**config.mk**
```make
export PLATFORM = sky130hd
export DESIGN_NAME = dcache
export DESIGN_NICKNAME = d
export VERILOG_FILES = /design/src/rtl/dcache_pkg.sv /design/src/rtl/dcache_array.sv /design/src/rtl/dcache.sv
export SDC_FILE = /design/constraint.sdc
export NUM_CORES = 1
export LEC_CHECK = 0
export CORE_AREA = 2 2 179 199
export DETAILED_ROUTE_END_ITERATION = 12
export DIE_AREA = 0 0 181 201
export PLACE_DENSITY_LB_ADDON = 0.12
export SYNTH_ARGS = -nofsm -noshare
export SYNTH_HDL_FRONTEND = slang
export SYNTH_SLANG_ARGS = --single-unit
```
**constraint.sdc**
```tcl
create_clock -name clk_i -period 8.7 [get_ports clk_i]
set_clock_uncertainty 0.1 [all_clocks]
set_input_delay 0.87 -clock clk_i [delete_from_list [all_inputs] [get_ports clk_i]]
set_output_delay 0.87 -clock clk_i [all_outputs]
set_load 0.02 [all_outputs]
```
**src/rtl/dcache_pkg.sv**
```systemverilog
// Shared types and address-field helpers for the direct-mapped write-back data cache.
package dcache_pkg;

    localparam int TAG_W   = 3;
    localparam int IDX_W   = 3;
    localparam int OFF_W   = 2;
    localparam int BLOCK_W = 32;
    localparam int ADDR_W  = TAG_W + IDX_W + OFF_W;
    localparam int SETS    = 1 << IDX_W;

    typedef enum logic [1:0] {
        IDLE      = 2'd0,
        WRITEBACK = 2'd1,
        FETCH     = 2'd2,
        UPDATE    = 2'd3
    } state_e;

    function automatic logic [TAG_W-1:0] get_tag(input logic [ADDR_W-1:0] addr);
        return addr[ADDR_W-1 -: TAG_W];
    endfunction

    function automatic logic [IDX_W-1:0] get_idx(input logic [ADDR_W-1:0] addr);
        return addr[OFF_W +: IDX_W];
    endfunction

    function automatic logic [OFF_W-1:0] get_off(input logic [ADDR_W-1:0] addr);
        return addr[OFF_W-1:0];
    endfunction

endpackage

```
**src/rtl/dcache_array.sv**
```systemverilog
// Block storage: data, tag, valid and dirty per set, with a combinational read
// port, a byte-write port for write hits and a whole-block fill port.
module dcache_array
    import dcache_pkg::*;
(
    input  logic               clk_i,
    input  logic               rst_ni,
    input  logic [IDX_W-1:0]   idx_i,
    output logic [BLOCK_W-1:0] rd_data_o,
    output logic [TAG_W-1:0]   rd_tag_o,
    output logic               rd_valid_o,
    output logic               rd_dirty_o,
    input  logic               wr_en_i,
    input  logic [OFF_W-1:0]   wr_off_i,
    input  logic [7:0]         wr_byte_i,
    input  logic               fill_en_i,
    input  logic [TAG_W-1:0]   fill_tag_i,
    input  logic [BLOCK_W-1:0] fill_data_i
);

    logic [BLOCK_W-1:0] data_q [SETS];
    logic [TAG_W-1:0]   tag_q  [SETS];
    logic [SETS-1:0]    valid_q;
    logic [SETS-1:0]    dirty_q;

    assign rd_data_o  = data_q[idx_i];
    assign rd_tag_o   = tag_q[idx_i];
    assign rd_valid_o = valid_q[idx_i];
    assign rd_dirty_o = dirty_q[idx_i];

    // Data and tag are left unreset; valid=0 makes their contents irrelevant.
    always_ff @(posedge clk_i) begin
        if (!rst_ni) begin
            valid_q <= '0;
            dirty_q <= '0;
        end else if (fill_en_i) begin
            data_q[idx_i]  <= fill_data_i;
            tag_q[idx_i]   <= fill_tag_i;
            valid_q[idx_i] <= 1'b1;
            dirty_q[idx_i] <= 1'b0;
        end else if (wr_en_i) begin
            data_q[idx_i][8*wr_off_i +: 8] <= wr_byte_i;
            dirty_q[idx_i]                 <= 1'b1;
        end
    end

endmodule

```
**src/rtl/dcache.sv**
```systemverilog
// Direct-mapped write-back data cache: hit/miss logic, miss-handling FSM and
// memory port muxing around the dcache_array storage.
module dcache
    import dcache_pkg::*;
(
    input  logic                      clk_i,
    input  logic                      rst_ni,
    input  logic                      read_i,
    input  logic                      write_i,
    input  logic [ADDR_W-1:0]         address_i,
    input  logic [7:0]                writedata_i,
    output logic [7:0]                readdata_o,
    output logic                      busywait_o,
    output logic                      mem_read_o,
    output logic                      mem_write_o,
    output logic [TAG_W+IDX_W-1:0]    mem_address_o,
    output logic [BLOCK_W-1:0]        mem_writedata_o,
    input  logic [BLOCK_W-1:0]        mem_readdata_i,
    input  logic                      mem_busywait_i
);

    state_e             state_q, state_d;
    logic [BLOCK_W-1:0] fill_q, fill_d;

    logic [TAG_W-1:0]   tag;
    logic [IDX_W-1:0]   idx;
    logic [OFF_W-1:0]   off;
    logic [BLOCK_W-1:0] arr_data;
    logic [TAG_W-1:0]   arr_tag;
    logic               arr_valid;
    logic               arr_dirty;
    logic               hit;
    logic               req;
    logic               wr_en;
    logic               fill_en;

    assign tag = get_tag(address_i);
    assign idx = get_idx(address_i);
    assign off = get_off(address_i);
    assign hit = arr_valid && (arr_tag == tag);
    assign req = read_i || write_i;

    dcache_array u_array (
        .clk_i       (clk_i),
        .rst_ni      (rst_ni),
        .idx_i       (idx),
        .rd_data_o   (arr_data),
        .rd_tag_o    (arr_tag),
        .rd_valid_o  (arr_valid),
        .rd_dirty_o  (arr_dirty),
        .wr_en_i     (wr_en),
        .wr_off_i    (off),
        .wr_byte_i   (writedata_i),
        .fill_en_i   (fill_en),
        .fill_tag_i  (tag),
        .fill_data_i (fill_q)
    );

    assign readdata_o      = arr_data[8*off +: 8];
    assign mem_writedata_o = arr_data;

    always_comb begin
        state_d       = state_q;
        fill_d        = fill_q;
        busywait_o    = 1'b0;
        mem_read_o    = 1'b0;
        mem_write_o   = 1'b0;
        mem_address_o = {tag, idx};
        wr_en         = 1'b0;
        fill_en       = 1'b0;
        case (state_q)
            IDLE: begin
                if (req) begin
                    if (hit) begin
                        // WRITE wins when both strobes are high.
                        wr_en = write_i;
                    end else begin
                        busywait_o = 1'b1;
                        state_d    = (arr_valid && arr_dirty) ? WRITEBACK : FETCH;
                    end
                end
            end
            WRITEBACK: begin
                busywait_o    = 1'b1;
                mem_write_o   = 1'b1;
                mem_address_o = {arr_tag, idx};
                if (!mem_busywait_i) state_d = FETCH;
            end
            FETCH: begin
                busywait_o = 1'b1;
                mem_read_o = 1'b1;
                if (!mem_busywait_i) begin
                    fill_d  = mem_readdata_i;
                    state_d = UPDATE;
                end
            end
            UPDATE: begin
                busywait_o = 1'b1;
                fill_en    = 1'b1;
                state_d    = IDLE;
            end
            default: state_d = IDLE;
        endcase
    end

    always_ff @(posedge clk_i) begin
        if (!rst_ni) begin
            state_q <= IDLE;
        end else begin
            state_q <= state_d;
            fill_q  <= fill_d;
        end
    end

endmodule

```
==> impl_metrics.json <==
{
  "outcome": "completed",
  "finalCritPeriodShare_pct": 64.9,
  "synth_nets": 930,
  "yosys_warnings": 0,
  "ys_ff_latch": 330,
  "drtAntennaViolNets": 0,
  "reg2reg_depth": 6,
  "dp_cells": 1379,
  "port_buffers": 101,
  "cts_setup_buffers": 0,
  "crit_path_cell_trace": "buf_4 > buf_4 > nor2_1 > a221oi_1 > o21ai_0 > mux4_2 > clkdlybuf4s50_1",
  "synth_ff_type": "edfxtp_1",
  "final_cells": 1441,
  "clock_path_buffers": 3,
  "antenna_found_initial": 0,
  "rsz0062_at_grt": "no",
  "grt_pass1_vias": 8255,
  "numCtsBuffers": 36,
  "vias": 8464,
  "start_kind": "primary input",
  "tightestPinTransition_ps": 1150,
  "netlist_area_sq_mm": 0.0136,
  "hold_viol": 0,
  "hpwlAfterDp_um": 28700,
  "end_kind": "output pin",
  "clock_latency_ps": 520,
  "routedWlPerCell_um": 29.3,
  "hold_path_class": "reg2reg",
  "cts_resized": 0,
  "cp_common_cell": "buf_4",
  "p_leak_nw": 5.63,
  "hold_depth": 2,
  "grt_max_degree": 68,
  "nNetsFinal": 1036,
  "grt_util_all_layers_pct": 23.2,
  "syn-mean-instance-area_sq_um": 15.7,
  "n_antenna_cell": 0,
  "async_flop_share_pct": 0,
  "max-vdd-ir-drop_v": 0.000144,
  "area_growth_pct": 19.6,
  "drc": 0,
  "final_cell_mix": "edfxtp_1 (312), clkdlybuf4s50_1 (98), a21oi_1 (66)",
  "tritoncts": "done",
  "hold_buffers": 0,
  "cp.required_ps": 7730,
  "layout-drive-gt1-share_pct": 14.5,
  "critPathBufInv": 3,
  "path_delay_family": "buffers and inverters",
  "setup_viol": 0,
  "cp.depth": 7,
  "period_needed_ps": 5650,
  "slew_violations": 0,
  "critical_path_class": "in2out",
  "slowest_delay_ps": 740,
  "powerDensity_mw_per_mm2": 229,
  "gp_congestion": 0.836,
  "ios": 102,
  "fp.dieH_um": 201,
  "ys_seq_area_share_pct": 71.5,
  "htreeDepth": 2,
  "tns_ps": 0,
  "clockRootBuffer": "clkbuf_16",
  "grt_overflow_total": 0,
  "maxSlewHeadroom_pct": 22.9,
  "wl_um": 42300,
  "cts.sinks": 330,
  "final.fill_count": 3040,
  "final_common_cell": "edfxtp_1",
  "path_max_fanout": 46,
  "path_clk_slew_ps": 60,
  "initial_core_util_pct": 39.4,
  "die_area_sq_mm": 0.0364,
  "synth_edf_count": 312,
  "row_count": 72,
  "core_sq_mm": 0.0346,
  "drtIter0Drc": 943,
  "worstPathArrival_ps": 4680,
  "drt_pass1_iterations": 5,
  "chipWidth_um": 181,
  "max_freq_mhz": 177,
  "yosysUniqueCellTypes": 41,
  "critPathSlowestCell": "buf_4",
  "vias_per_cell": 5.87,
  "syn-instance-count": 867,
  "grt_pass1_wl_um": 59700,
  "cap_violations": 0
}
[power by group]
group	leakage (nW)	total [mW]	switching [mW]	internal [mW]
clock network	0.587	1.56	0.611	0.951
registers	2.95	1.78	0.00869	1.77
logic	2.09	0.380	0.246	0.134
[cells in the mapped netlist (all sizes together), types with 2 or more instances]
cell    number  area (sq um)
a22o         3          26.3
nand4b       4          60.1
a22oi       19           143
mux4        20           450
o22ai        7          43.8
nor2        42           158
a21oi       66           330
a311oi       2          17.5
a221o        6          60.1
xnor2        3          26.3
inv         40           150
ha          10           125
edfxtp     312          9370
nor3        12          65.1
nor2b        5          31.3
a32oi        8          70.1
nand3        5          25.0
o21ai       21           105
mux2i       61           611
nor3b        3          22.5
mux2        40           450
a221oi      42           368
nand2       53           199
clkbuf      31           116
and3         2          12.5
dfxtp       18           360
a222oi       3          30.0
buf         21           115
[worst paths after layout]
check,start,endpoint,slack (ps)
worst max-delay path,address_i[2],readdata_o[5],3050
worst min register to register,u_array.valid_q[2]$_SDFFE_PN0N_,u_array.valid_q[2]$_SDFFE_PN0N_,370
worst max register to register,u_array.tag_q[0][0]$_DFFE_PP_,u_array.data_q[6][19]$_DFFE_PP_,4310
worst min-delay path,u_array.valid_q[2]$_SDFFE_PN0N_,u_array.valid_q[2]$_SDFFE_PN0N_,370
[metal layers]
metal | share of wire, % | GRT usage (%)
met1 | 41 | 31.1
met2 | 46 | 36.1
met3 | 8.3 | 5.37
met4 | 4.4 | 10.5
met5 | 0 | 0
[layout make-up]
class	count	area (sq um)	area share, %
Tap cell	444	556	3.41
Timing Repair Buffer	120	1140	7.01
Multi-Input combinational cell	444	3510	21.5
Clock inverter	22	258	1.58
Sequential cell	330	9730	59.8
Clock buffer	40	937	5.76
Inverter	41	154	0.945
[per-stage QoR]
stage	hold WS, ps	area, sq um	util [%]	power, mW	worst slack (ps)
after floorplan	329	13600	-	2.01	4570
after global placement	345	15100	43.6	2.19	2870
after detailed placement	353	15100	43.6	2.19	2820
after CTS	369	16300	47.1	3.74	3030
after global routing	391	16300	47.1	3.82	2950
final	370	16300	47.1	3.72	3050
[registers in the layout, indices dropped and copies added, names as in the netlist, named ones only]
register / count
fill_q: 32
state_q: 2
u_array.data_q: 256
u_array.tag_q: 24
u_array.valid_q: 8
[kinds of logic (layout without fill, tap and decap cells)]
logic type / Yosys count / in the layout / synth area share, %
simple gates: 128 / 128 / 4.41
buf+inv: 93 / 223 / 2.83
fa+ha+maj: 10 / 10 / 0.919
xor+xnor: 3 / 3 / 0.193
mux: 121 / 121 / 11.1
flops: 330 / 330 / 71.5
compound gates: 182 / 182 / 9.09
[tightest hold or removal path, delay by kind of cell (launching register included)]
kind | cells | cell delay, ps
AND/OR/NAND/NOR | 1 | 70
AO/OA/AOI/OAI | 1 | 40
flip-flops | 1 | 330
Power figures use the tool's default switching activity.
